$ cat src/rtl/audio_mixer_pkg.sv
// Shared types and constants for the time-multiplexed stereo mixer.
// The optional clip counter is enabled by defining AUDIO_MIXER_CLIP_COUNT_EN.
package audio_mixer_pkg;

   localparam logic [1:0] PAN_OFF  = 2'd0;
   localparam logic [1:0] PAN_L    = 2'd1;
   localparam logic [1:0] PAN_R    = 2'd2;
   localparam logic [1:0] PAN_BOTH = 2'd3;

   // Gain is Q1.3, so a gain of 8 passes the sample through unchanged.
   localparam int UNIT_GAIN = 8;

   typedef enum logic [1:0] {
      IDLE  = 2'd0,
      ACCUM = 2'd1,
      SAT   = 2'd2
   } mix_state_e;

   function automatic int acc_width(input int in_w, input int gain_w, input int num_ch);
      return in_w + gain_w + $clog2(num_ch);
   endfunction

endpackage

$ cat src/rtl/audio_mix_sat.sv
// Scales an accumulator back to output range (drop Q1.3 fraction and the
// IN_W/OUT_W difference) and saturates to all-ones, flagging a clip.
module audio_mix_sat
   import audio_mixer_pkg::*;
#(
   parameter int ACC_W = 22,
   parameter int IN_W  = 16,
   parameter int OUT_W = 16
) (
   input  logic [ACC_W-1:0] acc_i,
   output logic [OUT_W-1:0] sat_o,
   output logic             clip_o
);

   localparam int SH = $clog2(UNIT_GAIN) + IN_W - OUT_W;

   logic [ACC_W-1:0] v;

   assign v      = acc_i >> SH;
   assign clip_o = |v[ACC_W-1:OUT_W];
   assign sat_o  = clip_o ? {OUT_W{1'b1}} : v[OUT_W-1:0];

endmodule

$ cat src/rtl/audio_mixer.sv
// Stereo mixer: snapshots NUM_CH channels on sample_ce, accumulates one
// channel per clock, then saturates. Clip counter under AUDIO_MIXER_CLIP_COUNT_EN.
module audio_mixer
   import audio_mixer_pkg::*;
#(
   parameter int NUM_CH = 4,
   parameter int IN_W   = 16,
   parameter int OUT_W  = 16,
   parameter int GAIN_W = 4
) (
   input  logic                     clk_sys,
   input  logic                     reset,
   input  logic                     sample_ce,
   input  logic [NUM_CH*IN_W-1:0]   ch_in,
   input  logic [NUM_CH*GAIN_W-1:0] ch_gain,
   input  logic [NUM_CH*2-1:0]      ch_pan,
   output logic [OUT_W-1:0]         audio_l,
   output logic [OUT_W-1:0]         audio_r,
   output logic                     out_valid,
   output logic                     busy,
   output logic                     overrun,
   output logic [15:0]              clip_cnt,
   output mix_state_e               dbg_state
);

   localparam int ACC_W  = acc_width(IN_W, GAIN_W, NUM_CH);
   localparam int PROD_W = IN_W + GAIN_W;
   localparam int IDX_W  = (NUM_CH > 1) ? $clog2(NUM_CH) : 1;

   mix_state_e         state_q, state_d;
   logic [IDX_W-1:0]   idx_q, idx_d;
   logic [ACC_W-1:0]   acc_l_q, acc_l_d, acc_r_q, acc_r_d;
   logic [IN_W-1:0]    snap_in_q [NUM_CH];
   logic [IN_W-1:0]    snap_in_d [NUM_CH];
   logic [GAIN_W-1:0]  snap_gain_q [NUM_CH];
   logic [GAIN_W-1:0]  snap_gain_d [NUM_CH];
   logic [1:0]         snap_pan_q [NUM_CH];
   logic [1:0]         snap_pan_d [NUM_CH];
   logic [OUT_W-1:0]   audio_l_q, audio_l_d, audio_r_q, audio_r_d;
   logic               out_valid_q, out_valid_d;
   logic               overrun_q, overrun_d;
   logic [PROD_W-1:0]  prod;
   logic [1:0]         cur_pan;
   logic [OUT_W-1:0]   sat_l, sat_r;
   logic               clip_l, clip_r;

   assign prod    = PROD_W'(snap_in_q[idx_q]) * PROD_W'(snap_gain_q[idx_q]);
   assign cur_pan = snap_pan_q[idx_q];

   audio_mix_sat #(.ACC_W(ACC_W), .IN_W(IN_W), .OUT_W(OUT_W)) u_sat_l (
      .acc_i (acc_l_q),
      .sat_o (sat_l),
      .clip_o(clip_l)
   );

   audio_mix_sat #(.ACC_W(ACC_W), .IN_W(IN_W), .OUT_W(OUT_W)) u_sat_r (
      .acc_i (acc_r_q),
      .sat_o (sat_r),
      .clip_o(clip_r)
   );

   always_comb begin
      state_d     = state_q;
      idx_d       = idx_q;
      acc_l_d     = acc_l_q;
      acc_r_d     = acc_r_q;
      snap_in_d   = snap_in_q;
      snap_gain_d = snap_gain_q;
      snap_pan_d  = snap_pan_q;
      audio_l_d   = audio_l_q;
      audio_r_d   = audio_r_q;
      out_valid_d = 1'b0;
      // A strobe is only honoured in IDLE; any other state (including SAT) is an overrun.
      overrun_d   = overrun_q | (sample_ce && (state_q != IDLE));
      case (state_q)
         IDLE: begin
            if (sample_ce) begin
               for (int i = 0; i < NUM_CH; i++) begin
                  snap_in_d[i]   = ch_in[i*IN_W +: IN_W];
                  snap_gain_d[i] = ch_gain[i*GAIN_W +: GAIN_W];
                  snap_pan_d[i]  = ch_pan[i*2 +: 2];
               end
               acc_l_d = '0;
               acc_r_d = '0;
               idx_d   = '0;
               state_d = ACCUM;
            end
         end
         ACCUM: begin
            if ((cur_pan == PAN_L) || (cur_pan == PAN_BOTH)) acc_l_d = acc_l_q + ACC_W'(prod);
            if ((cur_pan == PAN_R) || (cur_pan == PAN_BOTH)) acc_r_d = acc_r_q + ACC_W'(prod);
            idx_d = idx_q + IDX_W'(1);
            if (idx_q == IDX_W'(NUM_CH - 1)) state_d = SAT;
         end
         SAT: begin
            audio_l_d   = sat_l;
            audio_r_d   = sat_r;
            out_valid_d = 1'b1;
            state_d     = IDLE;
         end
         default: state_d = IDLE;
      endcase
   end

   always_ff @(posedge clk_sys) begin
      if (reset) begin
         state_q     <= IDLE;
         idx_q       <= '0;
         acc_l_q     <= '0;
         acc_r_q     <= '0;
         for (int i = 0; i < NUM_CH; i++) begin
            snap_in_q[i]   <= '0;
            snap_gain_q[i] <= '0;
            snap_pan_q[i]  <= PAN_OFF;
         end
         audio_l_q   <= '0;
         audio_r_q   <= '0;
         out_valid_q <= 1'b0;
         overrun_q   <= 1'b0;
      end else begin
         state_q     <= state_d;
         idx_q       <= idx_d;
         acc_l_q     <= acc_l_d;
         acc_r_q     <= acc_r_d;
         snap_in_q   <= snap_in_d;
         snap_gain_q <= snap_gain_d;
         snap_pan_q  <= snap_pan_d;
         audio_l_q   <= audio_l_d;
         audio_r_q   <= audio_r_d;
         out_valid_q <= out_valid_d;
         overrun_q   <= overrun_d;
      end
   end

`ifdef AUDIO_MIXER_CLIP_COUNT_EN
   logic [15:0] clip_cnt_q, clip_cnt_d;

   // One count per frame even when both sides clip; sticks at all-ones.
   always_comb begin
      clip_cnt_d = clip_cnt_q;
      if ((state_q == SAT) && (clip_l || clip_r) && (clip_cnt_q != 16'hFFFF))
         clip_cnt_d = clip_cnt_q + 16'd1;
   end

   always_ff @(posedge clk_sys) begin
      if (reset) clip_cnt_q <= '0;
      else       clip_cnt_q <= clip_cnt_d;
   end

   assign clip_cnt = clip_cnt_q;
`else
   logic unused_clip;
   assign unused_clip = clip_l | clip_r;
   assign clip_cnt    = '0;
`endif

   assign audio_l   = audio_l_q;
   assign audio_r   = audio_r_q;
   assign out_valid = out_valid_q;
   assign busy      = (state_q != IDLE);
   assign overrun   = overrun_q;
   assign dbg_state = state_q;

endmodule

$ cat config.mk
export PLATFORM = sky130hd
export DESIGN_NAME = audio_mixer
export DESIGN_NICKNAME = d
export VERILOG_FILES = /design/src/rtl/audio_mixer_pkg.sv /design/src/rtl/audio_mix_sat.sv /design/src/rtl/audio_mixer.sv
export SDC_FILE = /design/constraint.sdc
export NUM_CORES = 1
export LEC_CHECK = 0
export ABC_AREA = 1
export BUFFER_PORTS_ARGS = -buffer_cell sky130_fd_sc_hd__buf_2
export CAP_MARGIN = 20
export CORE_UTILIZATION = 60
export CTS_BUF_LIST = sky130_fd_sc_hd__clkbuf_8
export DETAILED_ROUTE_END_ITERATION = 12
export PLACE_DENSITY = 0.82
export SYNTH_ARGS = -nofsm -noshare
export SYNTH_HDL_FRONTEND = slang
export SYNTH_SLANG_ARGS = --single-unit
$ cat constraint.sdc
create_clock -name clk_sys -period 9.4 [get_ports clk_sys]
set_clock_uncertainty 0.1 [all_clocks]
set_input_delay 1.41 -clock clk_sys [delete_from_list [all_inputs] [get_ports clk_sys]]
set_output_delay 1.41 -clock clk_sys [all_outputs]
set_load 0.01 [all_outputs]
==> results by group <==
Run status
  • Outcome: complete, no violations

Die
  • Die area: 19,500 sq um
  • Width of the die: 140 microns
  • Initial cell density of the core: between 60% and 70%
  • # rows: 50
  • Core area: 18,600 sq um
  • Die Y: 140 microns
  • Top Ports: between 100 and 150

Power
  • Peak supply drop: 0.000111 V
  • Pwr dens: between 100 and 150 nW/um^2
  • Pwr Total: 1.86 mW
  • Leak: roughly 6.3 nW

Detailed routing
  • DRC: 0
  • Wire per inst: 15.4 microns
  • Remaining antenna violation count after routing: 0
  • Routed via count: roughly 11,000
  • Final wirelength: ~32 mm
  • Iter 0 DRT Violations: 902
  • 1st-pass router iterations: 8
  • Via density: 5.50

Global routing
  • Total grt overflow: 0
  • M2 GR Usage: 57.1%
  • M1 GR Usage: around two fifths
  • Initial antenna violation count: 0
  • First-pass GRT wire length: 51.3 mm
  • GR Util met3: between 5 and 6%
  • Busiest grt layer: met2
  • GRT Overall Usage: 33.2%
  • Number of global-route vias before repair: 10,422
  • Largest net degree at the start of global routing: 123

Logic synthesis
  • Seq/Total Area, Yosys: about 30%
  • EDFF count, synth: 0
  • Netlist cell types: 46
  • Async SR Flop Fraction: 0%
  • Post-synth top area share: 29.9%
  • Count leader, synth: nand2_1
  • Avg Inst Size Synth: 6.60 sq um
  • Post-synthesis cell count: 1,726
  • Most used DFF post-synth: dfxtp_1
  • Cell area after synthesis: 11,400 sq um
  • Cell taking the most area after synthesis: dfxtp_1
  • #FFs+latches synth: 170
  • Synth warnings: 0
  • Synth area leaders: dfxtp_1 (30%), nand2_1 (13%), nor2_1 (11%)
  • Top cells by count, synth: nand2_1 (383), nor2_1 (337), inv_1 (171)

Timing
  • Final min period: between 5 and 6 ns
  • Hold WS: 0.380 ns
  • TNS Setup: 0 ns
  • Fin crit share: 63.7%
  • Final setup fails: 0
  • Slew HR: 18.0%
  • Final Max Slew Viols: 0
  • Unrepaired setup endpoints after global routing: no
  • Fmax: 0.167 GHz
  • Slew @ Worst Pin: 1.23 ns
  • Final hold violation count: 0

Clocking
  • Clock Tree Buf Depth: 2
  • Post_cts resized: 0
  • Root Buffer: clkbuf_8
  • Clk sink count: 170
  • TritonCTS clock tree: yes
  • Post-CTS setup buffers: 0
  • H-tree lvl count: 4
  • Worst-Skew Late Latency: 0.51 ns
  • CTS clk-pin slew, worst paths: 0.13 ns
  • TritonCTS Buffers: 17
  • CTS Hold Buffers Added: 0

Setup path
  • Critical path class: flip-flop to flip-flop
  • Worst Setup Start Kind: flip-flop
  • Critical path endpoint category: flip-flop
  • CP arrival: around 6.3 ns
  • CP Max Fanout: 44
  • Critical Path RT: between 9 and 10 ns

Placement
  • RePlAce Congestion: 0.968
  • Detail Placement HPWL: ~24 mm
  • PortBufs: 127

Layout
  • Proportion of layout cells with a drive suffix above 1: 10.6%
  • Antenna diodes: 0
  • Final Net Count: between 2,000 and 2,500
  • Layout Utilization: 66.6%
  • Area Growth Syn to Fin: 9.13%

Hold path
  • HP Class: flip-flop to flip-flop

Job
  • Max_cap viols: 0
through the flow:
stage,area (sq um),instances,worst slack [ns]
floorplan,11400,1741,4.60
global placement,12000,2027,3.64
detailed placement,12000,2027,3.54
CTS,12400,2059,3.53
global route,12400,2059,2.96
finish,12400,2059,3.42
sequential cells by signal, summed over array words and instances, names as in the netlist:
signal	cells
snap_gain_q	16
acc_r_q	22
snap_pan_q	8
acc_l_q	22
out_valid	1
overrun	1
audio_r	16
dbg_state	2
audio_l	16
idx_q	2
snap_in_q	64
power breakdown:
group / switching, mW / internal [mW] / total, mW / leakage, nW
clock network: 0.365 / 0.218 / 0.583 / 0.220
logic: 0.328 / 0.163 / 0.491 / 4.65
registers: 0.0265 / 0.760 / 0.787 / 1.39
total: 0.719 / 1.14 / 1.86 / 6.27
metal layers:
metal	vias up	routed length [microns]
met5	-	0
met4	0	1310
met3	85	1580
met2	418	15100
met1	5132	13800
li1	5686	-
kinds of logic (layout without fill, tap and decap cells):
kind of cell,Yosys count,count (layout),synth area share [%]
and+or+nand+nor,834,834,29.4
AOI/OAI and AO/OA,339,339,16.3
buffers and inverters,263,347,9.98
DFF,170,170,29.9
adders and majority gates,99,99,12.9
xor gates and xnor gates,20,20,1.54
other,1,16,0.0329
path summary, 6_finish.rpt:
path | startpoint | to | slack [ns] | cells after the start
max | idx_q[0] | acc_l_q[20] | 3.42 | 24
min | acc_l_q[0] | acc_l_q[0] | 0.38 | 2
max reg2reg | idx_q[0] | acc_l_q[20] | 3.42 | 24
min reg2reg | acc_l_q[0] | acc_l_q[0] | 0.38 | 2
area by class of cell:
class	instances	area [sq um]
clock buffers	17	234
repair buffers	135	696
clock inverters	15	216
fillers	1728	6220
multi-input cells	1308	6900
inverters	180	681
flip-flops and latches	170	3400
well taps	234	293
worst max-delay path: stages (launching register included):
cell	delay [ns]
dfxtp_1	0.33
inv_2	0.51
nand2_1	0.11
a32oi_1	1.00
inv_1	0.24
nor2_1	0.20
fa_1	0.48
fa_1	0.48
nand3_1	0.12
nand2_1	0.10
a21oi_2	0.23
o21ai_1	0.14
and2_1	0.18
o21bai_1	0.13
nand2_1	0.13
ha_1	0.40
nand2_1	0.12
inv_1	0.07
nand2_1	0.10
nor3_1	0.27
nand4_1	0.13
nand3_1	0.13
nand3_1	0.07
nand2_1	0.07
nor2_1	0.04
placed cells by master (no fill, tap or decap), drive strengths merged, types with 2 or more instances in the layout:
cell	n
nand2	388
nor2	338
inv	190
dfxtp	170
a21oi	151
o21ai	148
buf	135
ha	69
nand3	66
fa	30
a32oi	19
clkbuf	17
conb	16
nor3	15
xor2	14
nand3b	13
nand4	8
xnor2	6
o21bai	6
clkinv	5
or2	4
a21o	3
a211oi	3
and2	2
a31oi	2
o211ai	2
No activity file was read; power rests on OpenSTA's default activity.
